**src/rtl/mest_pro_pkg.sv**
```systemverilog
// Shared types for the mest_pro run sequencer: FSM states, log entry layout
// and the log-entry width helper.
package mest_pro_pkg;

    localparam int LOG_DATA_W = 8;

    typedef enum logic [2:0] {
        S_IDLE,
        S_MEM_RST,
        S_CORE_RST,
        S_START_WAIT,
        S_START,
        S_RUN,
        S_DONE,
        S_TIMEOUT
    } run_state_e;

    typedef struct packed {
        logic                  zero;
        logic                  carry;
        logic [LOG_DATA_W-1:0] result;
    } log_entry_t;

    function automatic int log_w(input int data_w);
        return data_w + 2;
    endfunction

endpackage

```
**src/rtl/mest_pro_result_fifo.sv**
```systemverilog
// Show-ahead synchronous result FIFO with occupancy count and sticky
// overflow; i_clr empties it at campaign start.
module mest_pro_result_fifo #(
    parameter int WIDTH = 10,
    parameter int DEPTH = 16
) (
    input  logic                     clk,
    input  logic                     i_reset_n,
    input  logic                     i_clr,
    input  logic                     i_wr,
    input  logic [WIDTH-1:0]         i_wdata,
    input  logic                     i_rd,
    output logic [WIDTH-1:0]         o_rdata,
    output logic                     o_empty,
    output logic [$clog2(DEPTH):0]   o_count,
    output logic                     o_overflow
);

    localparam int AW = $clog2(DEPTH);
    localparam logic [AW:0] FULL = (AW+1)'(DEPTH);

    logic [WIDTH-1:0] r_mem [DEPTH];
    logic [AW-1:0]    r_wptr;
    logic [AW-1:0]    r_rptr;
    logic [AW:0]      r_count;
    logic             r_overflow;

    logic w_full;
    logic w_rd;
    logic w_wr;
    logic w_drop;

    assign w_full = (r_count == FULL);
    assign w_rd   = i_rd && (r_count != '0);
    // A pop in the same cycle frees the slot, so a full FIFO still accepts.
    assign w_wr   = i_wr && (!w_full || w_rd);
    assign w_drop = i_wr && w_full && !w_rd;

    always_ff @(posedge clk) begin
        if (!i_reset_n || i_clr) begin
            r_wptr     <= '0;
            r_rptr     <= '0;
            r_count    <= '0;
            r_overflow <= 1'b0;
        end else begin
            if (w_wr) r_wptr <= r_wptr + 1'b1;
            if (w_rd) r_rptr <= r_rptr + 1'b1;
            if (w_wr && !w_rd)
                r_count <= r_count + 1'b1;
            else if (w_rd && !w_wr)
                r_count <= r_count - 1'b1;
            if (w_drop) r_overflow <= 1'b1;
        end
    end

    always_ff @(posedge clk) begin
        if (w_wr) r_mem[r_wptr] <= i_wdata;
    end

    assign o_rdata    = r_mem[r_rptr];
    assign o_empty    = (r_count == '0);
    assign o_count    = r_count;
    assign o_overflow = r_overflow;

endmodule

```
**src/rtl/mest_pro_run_sequencer.sv**
```systemverilog
// Run controller for the mest_pro core: sequences memory/core reset, start
// and completion for 1..255 runs. MEST_PRO_TIMEOUT_EN adds a RUN watchdog.
module mest_pro_run_sequencer
    import mest_pro_pkg::*;
#(
    parameter int DATA_WIDTH      = 8,
    parameter int MEM_RST_CYCLES  = 1,
    parameter int CORE_RST_CYCLES = 10,
    parameter int START_DELAY     = 10,
    parameter int LOG_DEPTH       = 16,
    parameter int TIMEOUT_CYCLES  = 65536
) (
    input  logic                         clk,
    input  logic                         i_reset_n,
    input  logic                         i_go,
    input  logic [7:0]                   i_num_runs,
    output logic                         o_memory_reset,
    output logic                         o_core_reset_n,
    output logic                         o_start,
    input  logic [DATA_WIDTH-1:0]        i_result,
    input  logic                         i_valid_result,
    input  logic                         i_carry,
    input  logic                         i_zero_flag,
    input  logic                         i_all_done,
    input  logic                         i_log_rd,
    output logic [DATA_WIDTH+1:0]        o_log_data,
    output logic                         o_log_empty,
    output logic [$clog2(LOG_DEPTH):0]   o_log_count,
    output logic                         o_overflow,
    output logic [15:0]                  o_result_count,
    output logic [7:0]                   o_runs_done,
    output logic                         o_busy,
    output logic                         o_done,
    output logic                         o_timeout
);

    localparam int LW = log_w(DATA_WIDTH);
    localparam logic [15:0] MEM_LAST  = 16'(MEM_RST_CYCLES - 1);
    localparam logic [15:0] CORE_LAST = 16'(CORE_RST_CYCLES - 1);
    localparam logic [15:0] WAIT_LAST = 16'(START_DELAY - 1);

    run_state_e  r_state;
    run_state_e  w_state_nxt;
    logic [15:0] r_cnt;
    logic [7:0]  r_runs;
    logic [7:0]  r_runs_done;
    logic [15:0] r_result_count;

    logic          w_cnt_inc;
    logic          w_accept;
    logic          w_run_end;
    logic          w_to_hit;
    logic          w_log_wr;
    logic [7:0]    w_runs_inc;
    logic [LW-1:0] w_wdata;

    assign w_runs_inc = r_runs_done + 8'd1;
    assign w_log_wr   = (r_state == S_RUN) && i_valid_result;
    assign w_wdata    = {i_zero_flag, i_carry, i_result};

    always_comb begin
        w_state_nxt    = r_state;
        w_cnt_inc      = 1'b0;
        w_accept       = 1'b0;
        w_run_end      = 1'b0;
        o_memory_reset = 1'b0;
        o_core_reset_n = 1'b0;
        o_start        = 1'b0;
        o_done         = 1'b0;
        unique case (r_state)
            S_IDLE: begin
                if (i_go && i_num_runs != 8'd0) begin
                    w_accept    = 1'b1;
                    w_state_nxt = S_MEM_RST;
                end
            end
            S_MEM_RST: begin
                o_memory_reset = 1'b1;
                if (r_cnt == MEM_LAST) w_state_nxt = S_CORE_RST;
                else w_cnt_inc = 1'b1;
            end
            S_CORE_RST: begin
                if (r_cnt == CORE_LAST)
                    w_state_nxt = (START_DELAY == 0) ? S_START : S_START_WAIT;
                else
                    w_cnt_inc = 1'b1;
            end
            S_START_WAIT: begin
                o_core_reset_n = 1'b1;
                if (r_cnt == WAIT_LAST) w_state_nxt = S_START;
                else w_cnt_inc = 1'b1;
            end
            S_START: begin
                o_core_reset_n = 1'b1;
                o_start        = 1'b1;
                w_state_nxt    = S_RUN;
            end
            S_RUN: begin
                o_core_reset_n = 1'b1;
                if (i_all_done) begin
                    w_run_end   = 1'b1;
                    w_state_nxt = (w_runs_inc == r_runs) ? S_DONE : S_MEM_RST;
                end else if (w_to_hit) begin
                    w_state_nxt = S_TIMEOUT;
                end
            end
            S_DONE: begin
                o_done      = 1'b1;
                w_state_nxt = S_IDLE;
            end
            S_TIMEOUT: begin
                o_done      = 1'b1;
                w_state_nxt = S_IDLE;
            end
            default: w_state_nxt = S_IDLE;
        endcase
    end

    always_ff @(posedge clk) begin
        if (!i_reset_n) begin
            r_state        <= S_IDLE;
            r_cnt          <= '0;
            r_runs         <= '0;
            r_runs_done    <= '0;
            r_result_count <= '0;
        end else begin
            r_state <= w_state_nxt;
            if (w_state_nxt != r_state) r_cnt <= '0;
            else if (w_cnt_inc) r_cnt <= r_cnt + 16'd1;
            if (w_accept) begin
                r_runs         <= i_num_runs;
                r_runs_done    <= '0;
                r_result_count <= '0;
            end else begin
                if (w_run_end) r_runs_done <= w_runs_inc;
                // Counts every valid result, even those the full log drops.
                if (w_log_wr && r_result_count != 16'hFFFF)
                    r_result_count <= r_result_count + 16'd1;
            end
        end
    end

`ifdef MEST_PRO_TIMEOUT_EN
    localparam logic [31:0] TO_LAST = 32'(TIMEOUT_CYCLES - 1);
    logic [31:0] r_to_cnt;
    logic        r_timeout;

    assign w_to_hit = (r_to_cnt == TO_LAST);

    always_ff @(posedge clk) begin
        if (!i_reset_n || r_state != S_RUN) r_to_cnt <= '0;
        else r_to_cnt <= r_to_cnt + 32'd1;
    end

    always_ff @(posedge clk) begin
        if (!i_reset_n || w_accept) r_timeout <= 1'b0;
        else if (r_state == S_RUN && w_state_nxt == S_TIMEOUT) r_timeout <= 1'b1;
    end

    assign o_timeout = r_timeout;
`else
    assign w_to_hit  = 1'b0;
    assign o_timeout = 1'b0;
`endif

    mest_pro_result_fifo #(
        .WIDTH (LW),
        .DEPTH (LOG_DEPTH)
    ) u_fifo (
        .clk        (clk),
        .i_reset_n  (i_reset_n),
        .i_clr      (w_accept),
        .i_wr       (w_log_wr),
        .i_wdata    (w_wdata),
        .i_rd       (i_log_rd),
        .o_rdata    (o_log_data),
        .o_empty    (o_log_empty),
        .o_count    (o_log_count),
        .o_overflow (o_overflow)
    );

    assign o_busy         = (r_state != S_IDLE);
    assign o_result_count = r_result_count;
    assign o_runs_done    = r_runs_done;

endmodule

```
**config.mk**
```make
export PLATFORM = sky130hd
export DESIGN_NAME = mest_pro_run_sequencer
export DESIGN_NICKNAME = d
export VERILOG_FILES = /design/src/rtl/mest_pro_pkg.sv /design/src/rtl/mest_pro_result_fifo.sv /design/src/rtl/mest_pro_run_sequencer.sv
export SDC_FILE = /design/constraint.sdc
export NUM_CORES = 1
export LEC_CHECK = 0
export ABC_AREA = 1
export CAP_MARGIN = 10
export CORE_MARGIN = 10
export CORE_UTILIZATION = 60
export DETAILED_ROUTE_END_ITERATION = 12
export PLACE_DENSITY = 0.91
export RECOVER_POWER = 25
export REMOVE_ABC_BUFFERS = 1
export SYNTH_ARGS = -nofsm -noshare
export SYNTH_HDL_FRONTEND = slang
export SYNTH_SLANG_ARGS = --single-unit
```
**constraint.sdc**
```tcl
create_clock -name clk -period 5.7 [get_ports clk]
set_clock_uncertainty 0.15 [all_clocks]
set_input_delay 0.855 -clock clk [delete_from_list [all_inputs] [get_ports clk]]
set_output_delay 0.855 -clock clk [all_outputs]
set_load 0.03 [all_outputs]
```
# ---- Yosys cells after proc, flatten, opt, wreduce, memory -nomap -nowiden
# Memories as Yosys holds them, arrays and structs flattened. A register that Yosys moved wholly into a read port is not among the register bits.
# Index checks and enable logic that the tools add are counted.
dict set report word_totals {
  register_bits 65
  latchBits 0
  ramBits 160
  rom_bits 0
  inputBits 24
  output_inout_bits 47
  word_cells 81
  n_memories 1
}
# memory words width read_ports rd_clocked_by_memory_dff write_ports line
set mem_list {}
lappend mem_list {u_fifo.r_mem 16 10 1 1 1 mest_pro_result_fifo.sv:22} ;# logic [WIDTH-1:0] r_mem [DEPTH];
dict set report classes {
  n_addsub 7
  mul 0
  div 0
  magnitude_cmp 0
  n_eq_ne 12
  shift 0
  n_mux 24
  bitwise_logic 1
  n_reduce_logical 27
}
# cell count
set ops {}
lappend ops {{$add A16 B1 Y16 const B} 2}
lappend ops {{$pmux W3 S7} 1}
lappend ops {{$mux W3} 6}
lappend ops {{$eq A16 B4 Y1 const B} 1}
lappend ops {{$logic_not A16 Y1} 1}
lappend ops {{$ne A16 B16 Y1 const B} 1}
lappend ops {{$eq A3 B3 Y1 const B} 4}
lappend ops {{$mux W1} 12}
lappend ops {{$mux W5} 2}
lappend ops {{$logic_and A1 B1 Y1} 9}
lappend ops {{$add A4 B1 Y4 const B} 2}
lappend ops {{$add A8 B1 Y8 const B} 1}
lappend ops {{$eq A8 B8 Y1} 1}
lappend ops {{$mux W4} 2}
lappend ops {{$reduce_bool A8 Y1} 1}
lappend ops {{$reduce_or A2 Y1} 4}
lappend ops {{$eq A3 B2 Y1 const B} 2}
lappend ops {{$add A5 B1 Y5 const B} 1}
lappend ops {{$eq A5 B5 Y1 const B} 1}
lappend ops {{$logic_not A5 Y1} 1}
lappend ops {{$reduce_bool A5 Y1} 1}
lappend ops {{$sub A5 B1 Y5 const B} 1}
lappend ops {{$logic_not A1 Y1} 4}
lappend ops {{$eq A3 B1 Y1 const B} 1}
lappend ops {{other kinds (8)} 9}

# ---- Logic depth before layout (Yosys ltp)
# Gate-level depths: netlist of the first run.
dict set report logic_depth {
  depth_word 8
  mapped_depth 18
}

# ---- By module
# A second synthesis of the first run with hierarchy kept.
dict set report hier_totals {
  cells_unflattened 1150
  area_unflattened_um2 10642.7
}
# mod instances cells_per_inst area_per_inst_um2 seq_area_each_um2
set modules_own_cells {}
lappend modules_own_cells {mest_pro_result_fifo 1 672 7492.2 5165.0}
lappend modules_own_cells {mest_pro_run_sequencer 1 478 3150.5 1021.0}

# ---- Least setup slack after synthesis of the first run
# No wires, ideal clock.
dict set report synth_path {
  path_type {input to register}
  start {input port i_valid_result}
  end {register u_fifo.r_count[4], in the netlist u_fifo.o_count[4]}
  t_arrival_ps 2695
  setup_slack_ps 2718
  cell_stages 15
  path_buffers 0
  path_cell_list {inv_1 -> nor2_1 -> inv_1 -> nor2_1 -> ha_1 -> inv_1 -> ha_1 -> nand2_1 -> nor2_1 -> a211oi_1 -> nand2_1 -> nand2_1 -> nor2_1 -> o21ai_0 -> a21oi_1}
}
dict set report synth_via {
  elab_chain_cells 5
  word_cells_on_any_way 7
  classes_between {1 x mux; 6 x reduce/logical}
}
# element line
set synth_rtl {}
lappend synth_rtl {{start, declared} mest_pro_run_sequencer.sv:21} ;# input logic i_valid_result,
lappend synth_rtl {{$logic_and A1 B1 Y1 *} mest_pro_run_sequencer.sv:58} ;# assign w_log_wr = (r_state == S_RUN) && i_valid_result;
lappend synth_rtl {{$logic_and A1 B1 Y1 *} mest_pro_result_fifo.sv:36} ;# assign w_wr = i_wr && (!w_full || w_rd);
lappend synth_rtl {{net u_fifo.w_wr} mest_pro_result_fifo.sv:30} ;# logic w_wr;
lappend synth_rtl {{$logic_not A1 Y1} mest_pro_result_fifo.sv:50} ;# else if (w_rd && !w_wr)
lappend synth_rtl {{$logic_and A1 B1 Y1} mest_pro_result_fifo.sv:50}
lappend synth_rtl {{$reduce_bool A2 Y1 (no source line)} -}
lappend synth_rtl {{end signal, assigned} mest_pro_result_fifo.sv:49} ;# r_count <= r_count + 1'b1;
lappend synth_rtl {{end signal, assigned} mest_pro_result_fifo.sv:51} ;# r_count <= r_count - 1'b1;
lappend synth_rtl {{end, declared} mest_pro_result_fifo.sv:25} ;# logic [AW:0] r_count;
# Mark *: on every way through the listed nets, which the timed path passes. The rest lies on a longest branch.
# A chain may end at the register's enable or synchronous reset.

==> metrics.md, run 1 <==
| Metric | Value |
|---|---|
| Via/cell ratio | `between 5 and 6` |
| Final cell count without fillers | `between 1000 and 1500` |
| CP max FO | `95` |
| Antenna-violating nets left | `0` |
| WL/cell | `~18 um` |
| Number of remaining DRC errors | `0` |
| Min-delay src | `u_fifo.r_rptr[3]$_SDFFE_PP0N_` |
| Pin count of the biggest net entering global routing | `96` |
| Cts hold-fix bufs | `0` |
| Post-synth EDFFs | `between 150 and 200` |
| Port buffer count | `69` |
| Crit path buf inv count | `2` |
| Syn_area_per_cell | `10.1 sq um` |
| MaxCap Viol Count | `0` |
| Clock latency on the worst-skew pair | `between 500 and 600 ps` |
| WP data arrival | `approximately 3400 ps` |
| Register Area | `0.00619 sq mm` |
| Fillcell total | `roughly 1100` |
| Initial Util | `between 60% and 70%` |
| Crit path max-delay cell type | `dfxtp_4` |
| Synth area leaders | `edfxtp_1 47%, dfxtp_1 14%, inv_1 5.4%` |
| Max-Slew Margin vs Limit | `a little under a fifth` |
| Post-CTS sizing | `0` |
| Syn Inst Count | `1008` |
| Chip height | `150 um` |
| Largest area contributor in the netlist | `edfxtp_1` |
| Clock Sinks | `~230` |
| Synth top area share | `approximately 47%` |
| CTS tree | `yes` |
| Layout Nets | `around 1100` |
| HPWL Detailed | `around 14000 um` |
| Post-synthesis register bit count | `229` |
| Total gr overflow | `0` |
| Die Area | `approximately 0.023 sq mm` |
| Req. time, crit path | `around 4700 ps` |
| DIE WIDTH | `approximately 150 um` |
| Placed cell area | `around 0.011 sq mm` |
| Hold Path Depth | `2` |
| Fin area | `between 0.01 and 0.015 sq mm` |
| Final core utilization | `70.7%` |
| Total setup buffers inserted after CTS | `0` |
| Final setup margin | `roughly 1300 ps` |
| First-pass GRT wire length | `roughly 36000 um` |
| Reg-to-Reg End | `u_fifo.r_mem[7][2]$_DFFE_PP_` |
| Family with the most delay on the worst path | `buffers and inverters` |
| DR iter-0 viols | `870` |
| Cell Pwr Density | `around 380 mW/mm^2` |
| Longest Clk Path Bufs | `3` |
| Row cnt | `between 40 and 50` |
| Worst Hold Class | `flip-flop to flip-flop` |
| Setup crit end kind | `primary output` |
| Vias in the first global route | `7469` |
| Final Cycle Share | `around three quarters` |
| Yosys warns | `0` |
| Detailed Routing Iterations Pass 1 | `7` |
| Setup_tns | `0 ps` |
| Worst vdd ir | `around 390 uV` |
| Pre-CTS WS | `1770 ps` |
| Tightest Pin Transition | `1210 ps` |
| Leak | `around 4.2 nW` |
| Worst reg-to-reg setup slack | `2390 ps` |
| Multi-input logic area | `~0.0033 sq mm` |
| Netlist cell types | `36` |
| Number of buffers created by CTS | `23` |
| Cell Area, Synth | `just over 0.01 sq mm` |
| RSZ-0062 raised after global routing | `false` |
| Number of diodes | `0` |
| Final Hold Fails | `0` |
| Biggest cell delay along the critical path | `1090 ps` |
| CTS root buffer | `clkbuf_16` |
| I/O pin count | `~70` |
| Seq/Total Area, Yosys | `60.9%` |
| Placer Congestion | `between 0.8 and 0.9` |
| GRT Util Overall | `~20%` |
| Cell count after placement | `1264` |
| Fmax | `230 MHz` |
| Htree depth | `1` |
| Crit path kind | `flip-flop to primary output` |
| Final setup violation count | `0` |
| Worst r2r path cells | `9` |
| Area growth from synthesis to layout | `15.3%` |
| Share of cells above drive strength 1 | `under 10%` |
| Most used DFF post-synth | `edfxtp_1` |
| Core Box Area | `roughly 0.017 sq mm` |
| Reg-to-reg startpoint | `r_state[1]$_SDFF_PN0_` |
| Via Count | `approximately 7500` |
| Clock input transition at the sequential cells of the worst setup and hold paths | `about 60 ps` |
| Minimum clock period | `~4400 ps` |
| Asr flop ratio synth | `0%` |
| Cell Chain, Critical Path | `buf_4 > mux2i_1 > o211ai_1 > nand3_1 > nand2_1 > clkdlybuf4s50_1` |
| Initial antenna violation count | `0` |
| Crit path launch type | `flip-flop` |
| DRT Wirelength | `around 23000 um` |
| Final slew viol count | `0` |
| Status | `finished, final reports clean` |
worst min-delay path, stage by stage, from the launching register on:
cell and delay, ps:
dfxtp_1 300, inv_1 60, a21oi_1 70
cell families (layout without fill, tap and decap cells):
logic type	count (synthesis)	after routing	synth area share [%]
xor+xnor	15	15	1.29
fa+ha+maj	15	15	1.92
buf+inv	184	261	7.02
mux	40	40	3.94
flops	229	229	60.9
simple gates	318	318	13.6
other cells	1	1	0.0369
compound gates	206	206	11.4
power breakdown:
part           switching, W  leakage [nW]  total, W  internal (W)
sequential         0.000121          2.00   0.00196       0.00184
clock              0.000609         0.350   0.00144      0.000834
combinational      0.000665          1.86   0.00108      0.000414
total               0.00139          4.21   0.00448       0.00308
cell usage in the layout (no fill, tap or decap), types with 2 or more instances in the layout:
cell type        count
edfxtp_1           160
inv_1              145
nand2_1            128
nor2_1              92
o21ai_0             82
a21oi_1             73
dfxtp_1             68
clkdlybuf4s50_1     62
nand3_1             54
mux2i_1             40
o211ai_1            40
clkbuf_16           23
xor2_1              14
ha_1                14
nand4_1             12
nor3_1              11
dlygate4sd3_1        7
nor2_2               5
clkinv_2             5
clkinv_1             4
nor4_1               4
a211oi_1             4
a31oi_1              4
clkbuf_1             4
buf_4                4
nor3b_1              3
nor3_2               3
nand3b_1             2
and3_1               2
o21a_1               2
bufinv_16            2
clkinvlp_4           2
worst max-delay path by stage:
stage | slack [ps] | to | start | cells after the start
2_1_floorplan | 1210 | o_log_data[0] | flip-flop | 4
3_3_place_gp | 1990 | flip-flop | i_num_runs[7] | 8
3_5_place_dp | 1770 | u_fifo.o_count[4]$_SDFFE_PP0P_ | i_valid_result | 16
4_1_cts | 1390 | o_log_data[4] | flip-flop | 6
5_1_grt | 1220 | o_log_data[5] | flip-flop | 6
6_report | 1350 | o_log_data[4] | flip-flop | 6
metrics by stage:
stage	hold WS, ps	total power, W
global route	369	0.00469
global placement	307	0.00303
detailed placement	325	0.00306
floorplan	289	0.00271
finish	335	0.00448
CTS	334	0.00449
layout make-up:
type                    count  share of cell area (%)
flip-flops and latches    229                    52.8
multi-input cells         595                    27.9
repair buffers             73                    6.15
clock buffers              27                    5.04
inverters                 147                    4.71
well taps                 220                    2.35
clock inverters            14                    1.10
synthesized netlist by cell type (12+ instances only):
cell        n
nand3_1    54
clkbuf_1   29
ha_1       14
nand4_1    12
xor2_1     14
o211ai_1   40
mux2i_1    40
nand2_1   128
a21oi_1    73
nor2_1     92
dfxtp_1    69
o21ai_0    82
edfxtp_1  160
inv_1     145
state kept, by name (all words and copies together), names as in the netlist, named ones only:
signal,count
u_fifo.r_rptr,4
u_fifo.r_wptr,4
o_runs_done,8
r_state,3
r_runs,8
u_fifo.o_count,5
r_cnt,16
o_result_count,16
u_fifo.r_mem,160
u_fifo.o_overflow,1
metal layers:
layer	track usage [%]	routed length, um
met1	23.5	9100
met2	34.8	11200
met3	4.74	1970
met4	7.09	608
met5	0	0
(Power assumes the default switching activity.)
==> run 2: changes to the inputs <==
--- a/config.mk
+++ b/config.mk
@@ -8,9 +8,9 @@
 export ABC_AREA = 1
 export CAP_MARGIN = 10
 export CORE_MARGIN = 10
-export CORE_UTILIZATION = 60
+export CORE_UTILIZATION = 59
 export DETAILED_ROUTE_END_ITERATION = 12
-export PLACE_DENSITY = 0.91
+export PLACE_DENSITY = 0.9
 export RECOVER_POWER = 25
 export REMOVE_ABC_BUFFERS = 1
 export SYNTH_ARGS = -nofsm -noshare
==> constraint.sdc (replaced) <==
create_clock -name clk -period 4.27 [get_ports clk]
set_clock_uncertainty 0.15 [all_clocks]
set_input_delay 0.6405 -clock clk [delete_from_list [all_inputs] [get_ports clk]]
set_output_delay 0.6405 -clock clk [all_outputs]
set_load 0.03 [all_outputs]
==> run 2 against run 1 <==
  * Routed wire length rose by 4.8%
  * Count of clock-buffer cells in the layout rose by 3
  * Largest power group unchanged
  * Critical path depth did not move
  * Critical endpoint is now o_log_data[1]
  * Sequential share of layout area fell by 0.74 points
==> metrics.md, run 2 (same netlist as run 1, synthesis figures left out) <==
| Metric | Value |
|---|---|
| Crit path kind | `flip-flop to primary output` |
| GRT Util Overall | `20.8% (+0.90 points)` |
| HPWL Detailed | `15200 um (+4.7%)` |
| CTS root buffer | `clkbuf_16` |
| Crit path max-delay cell type | `inv_1` |
| DRT Wirelength | `24000 um (+4.8%)` |
| CP max FO | `23 (-76%)` |
| Detailed Routing Iterations Pass 1 | `5 (-2)` |
| Clock Sinks | `229 (unchanged)` |
| Via Count | `7546 (+1.1%)` |
| Row cnt | `47 (unchanged)` |
| Setup crit end kind | `primary output` |
| RSZ-0062 raised after global routing | `false` |
| Reg-to-reg startpoint | `r_state[1]$_SDFF_PN0_` |
| Max-Slew Margin vs Limit | `42.1% (+23 points)` |
| Worst r2r path cells | `15 (+6)` |
| Initial antenna violation count | `0 (unchanged)` |
| Longest Clk Path Bufs | `3 (unchanged)` |
| Cts hold-fix bufs | `0 (unchanged)` |
| Pin count of the biggest net entering global routing | `56 (-42%)` |
| Share of cells above drive strength 1 | `6.61% (+2.0 points)` |
| Area growth from synthesis to layout | `17.0%` |
| Via/cell ratio | `5.70 (-0.31%)` |
| Htree depth | `1 (unchanged)` |
| Worst vdd ir | `508 uV (+30%)` |
| Total gr overflow | `0 (unchanged)` |
| Post-CTS sizing | `0 (unchanged)` |
| Clock latency on the worst-skew pair | `510 ps (about the same)` |
| Crit path capture | `o_log_data[1]` |
| Number of diodes | `0 (unchanged)` |
| Number of remaining DRC errors | `0 (unchanged)` |
| Cell count after placement | `1281 (+1.3%)` |
| Crit path launch type | `flip-flop` |
| Layout Nets | `1126 (+1.6%)` |
| Min Hold Slack | `320 ps (-15.0 ps)` |
| WP data arrival | `2920 ps (-430 ps)` |
| Cell Pwr Density | `508 mW/mm^2 (+33%)` |
| Number of buffers created by CTS | `24 (+4.3%)` |
| WL/cell | `18.1 um (+3.3%)` |
| Die Area | `0.0229 sq mm (+1.5%)` |
| Largest reg by FF count | `u_fifo.r_mem` |
| Port buffer count | `69 (unchanged)` |
| Total setup buffers inserted after CTS | `0 (unchanged)` |
| Status | `finished, final reports clean` |
| CTS tree | `yes` |
| Fmax | `270 MHz` |
| Commonest non-fill, non-tap cells in the layout | `160 x edfxtp_1, 145 x inv_1, 128 x nand2_1, 92 x nor2_1, 82 x o21ai_0` |
| Cell Chain, Critical Path | `inv_1 > buf_4 > o21ai_0 > o211ai_1 > nand2_1 > clkdlybuf4s50_1` |
| Most common cell after layout, fill and taps aside | `edfxtp_1` |
| Worst Hold Class | `flip-flop to flip-flop` |
| Final setup violation count | `0 (unchanged)` |
| Chip height | `151 um (+0.73%)` |
| Antenna-violating nets left | `0 (unchanged)` |
| Final Cycle Share | `86.8%` |
| Req. time, crit path | `3480 ps (-1220 ps)` |
| Min-delay src | `u_fifo.r_rptr[3]$_SDFFE_PP0N_` |
| Minimum clock period | `roughly 3700 ps` |
| Tightest Pin Transition | `868 ps (-340 ps)` |
| Placer Congestion | `0.871 (-1.7%)` |
| DIE WIDTH | `151 um (+0.73%)` |
| DR iter-0 viols | `728 (-16%)` |
| Final slew viol count | `0 (unchanged)` |
| Reg-to-Reg End | `u_fifo.o_count[4]$_SDFFE_PP0P_` |
| Initial Util | `60.6% (-0.65 points)` |
| Max reg flops | `160 (unchanged)` |
| Vias in the first global route | `7501 (+0.43%)` |
| Core Box Area | `0.0168 sq mm (+1.1%)` |
| Clock input transition at the sequential cells of the worst setup and hold paths | `60 ps (about the same)` |
| Biggest cell delay along the critical path | `630 ps (-460 ps)` |
| MaxCap Viol Count | `0 (unchanged)` |
| Leak | `4.32 nW (+2.7%)` |
| Final Hold Fails | `0 (unchanged)` |
| Placed cell area | `0.0111 sq mm (+1.3%)` |
| Final cell count without fillers | `1324 (+1.5%)` |
| Worst reg-to-reg setup slack | `1200 ps (-1190 ps)` |
| Fin area | `0.0119 sq mm (+1.4%)` |
| Tot Pwr | `0.00605 W (+35%)` |
| First-pass GRT wire length | `38000 um (+4.7%)` |
| I/O pin count | `71 (unchanged)` |
run 2: per-layer routing:
metal  vias up  track usage (%)  share of wire [%]
li1       3608                -                  -
met1      3591             25.2                 41
met2       298             34.9                 48
met3        49             5.58                8.5
met4         0             7.56                2.3
met5         -                0                  0
run 2: worst min-delay path by stage:
stage	slack (ps)	depth (start not counted)	endpoint
after floorplan	290	2	flip-flop
after global placement	300	2	u_fifo.r_rptr[3]$_SDFFE_PP0N_
after detailed placement	310	2	u_fifo.r_rptr[3]$_SDFFE_PP0N_
after CTS	320	2	u_fifo.r_rptr[3]$_SDFFE_PP0N_
after global routing	350	2	flip-flop
final	320	2	u_fifo.r_rptr[3]$_SDFFE_PP0N_
run 2: area by class of cell:
| class | instances | area [sq um] |
|---|---|---|
| Clock inverter | 13 | 72.6 |
| Fill cell | 1126 | 4870 |
| Multi-Input combinational cell | 595 | 3260 |
| Clock buffer | 30 | 674 |
| Inverter | 147 | 552 |
| Sequential cell | 229 | 6190 |
| Timing Repair Buffer | 90 | 861 |
| Tap cell | 220 | 275 |
run 2: critical path: cells and delay by family, from the launching register on:
kind | cells | cell delay, ps
compound gates | 2 | 370
simple gates | 1 | 90
buf+inv | 3 | 1610
flops | 1 | 310
run 2: metrics by stage:
stage	worst slack, ps	setup TNS [ps]	utilization, %
2_1_floorplan	-2.12	-16.9	-
3_3_place_gp	820	0	66.5
3_5_place_dp	740	0	66.5
4_1_cts	547	0	70.9
5_1_grt	427	0	70.9
6_report	564	0	70.9
run 2: power by group:
part	internal (W)	total (W)	switching, W
clock	0.00112	0.00196	0.000836
combinational	0.000561	0.00153	0.000965
sequential	0.00245	0.00256	0.000114
total	0.00413	0.00605	0.00191
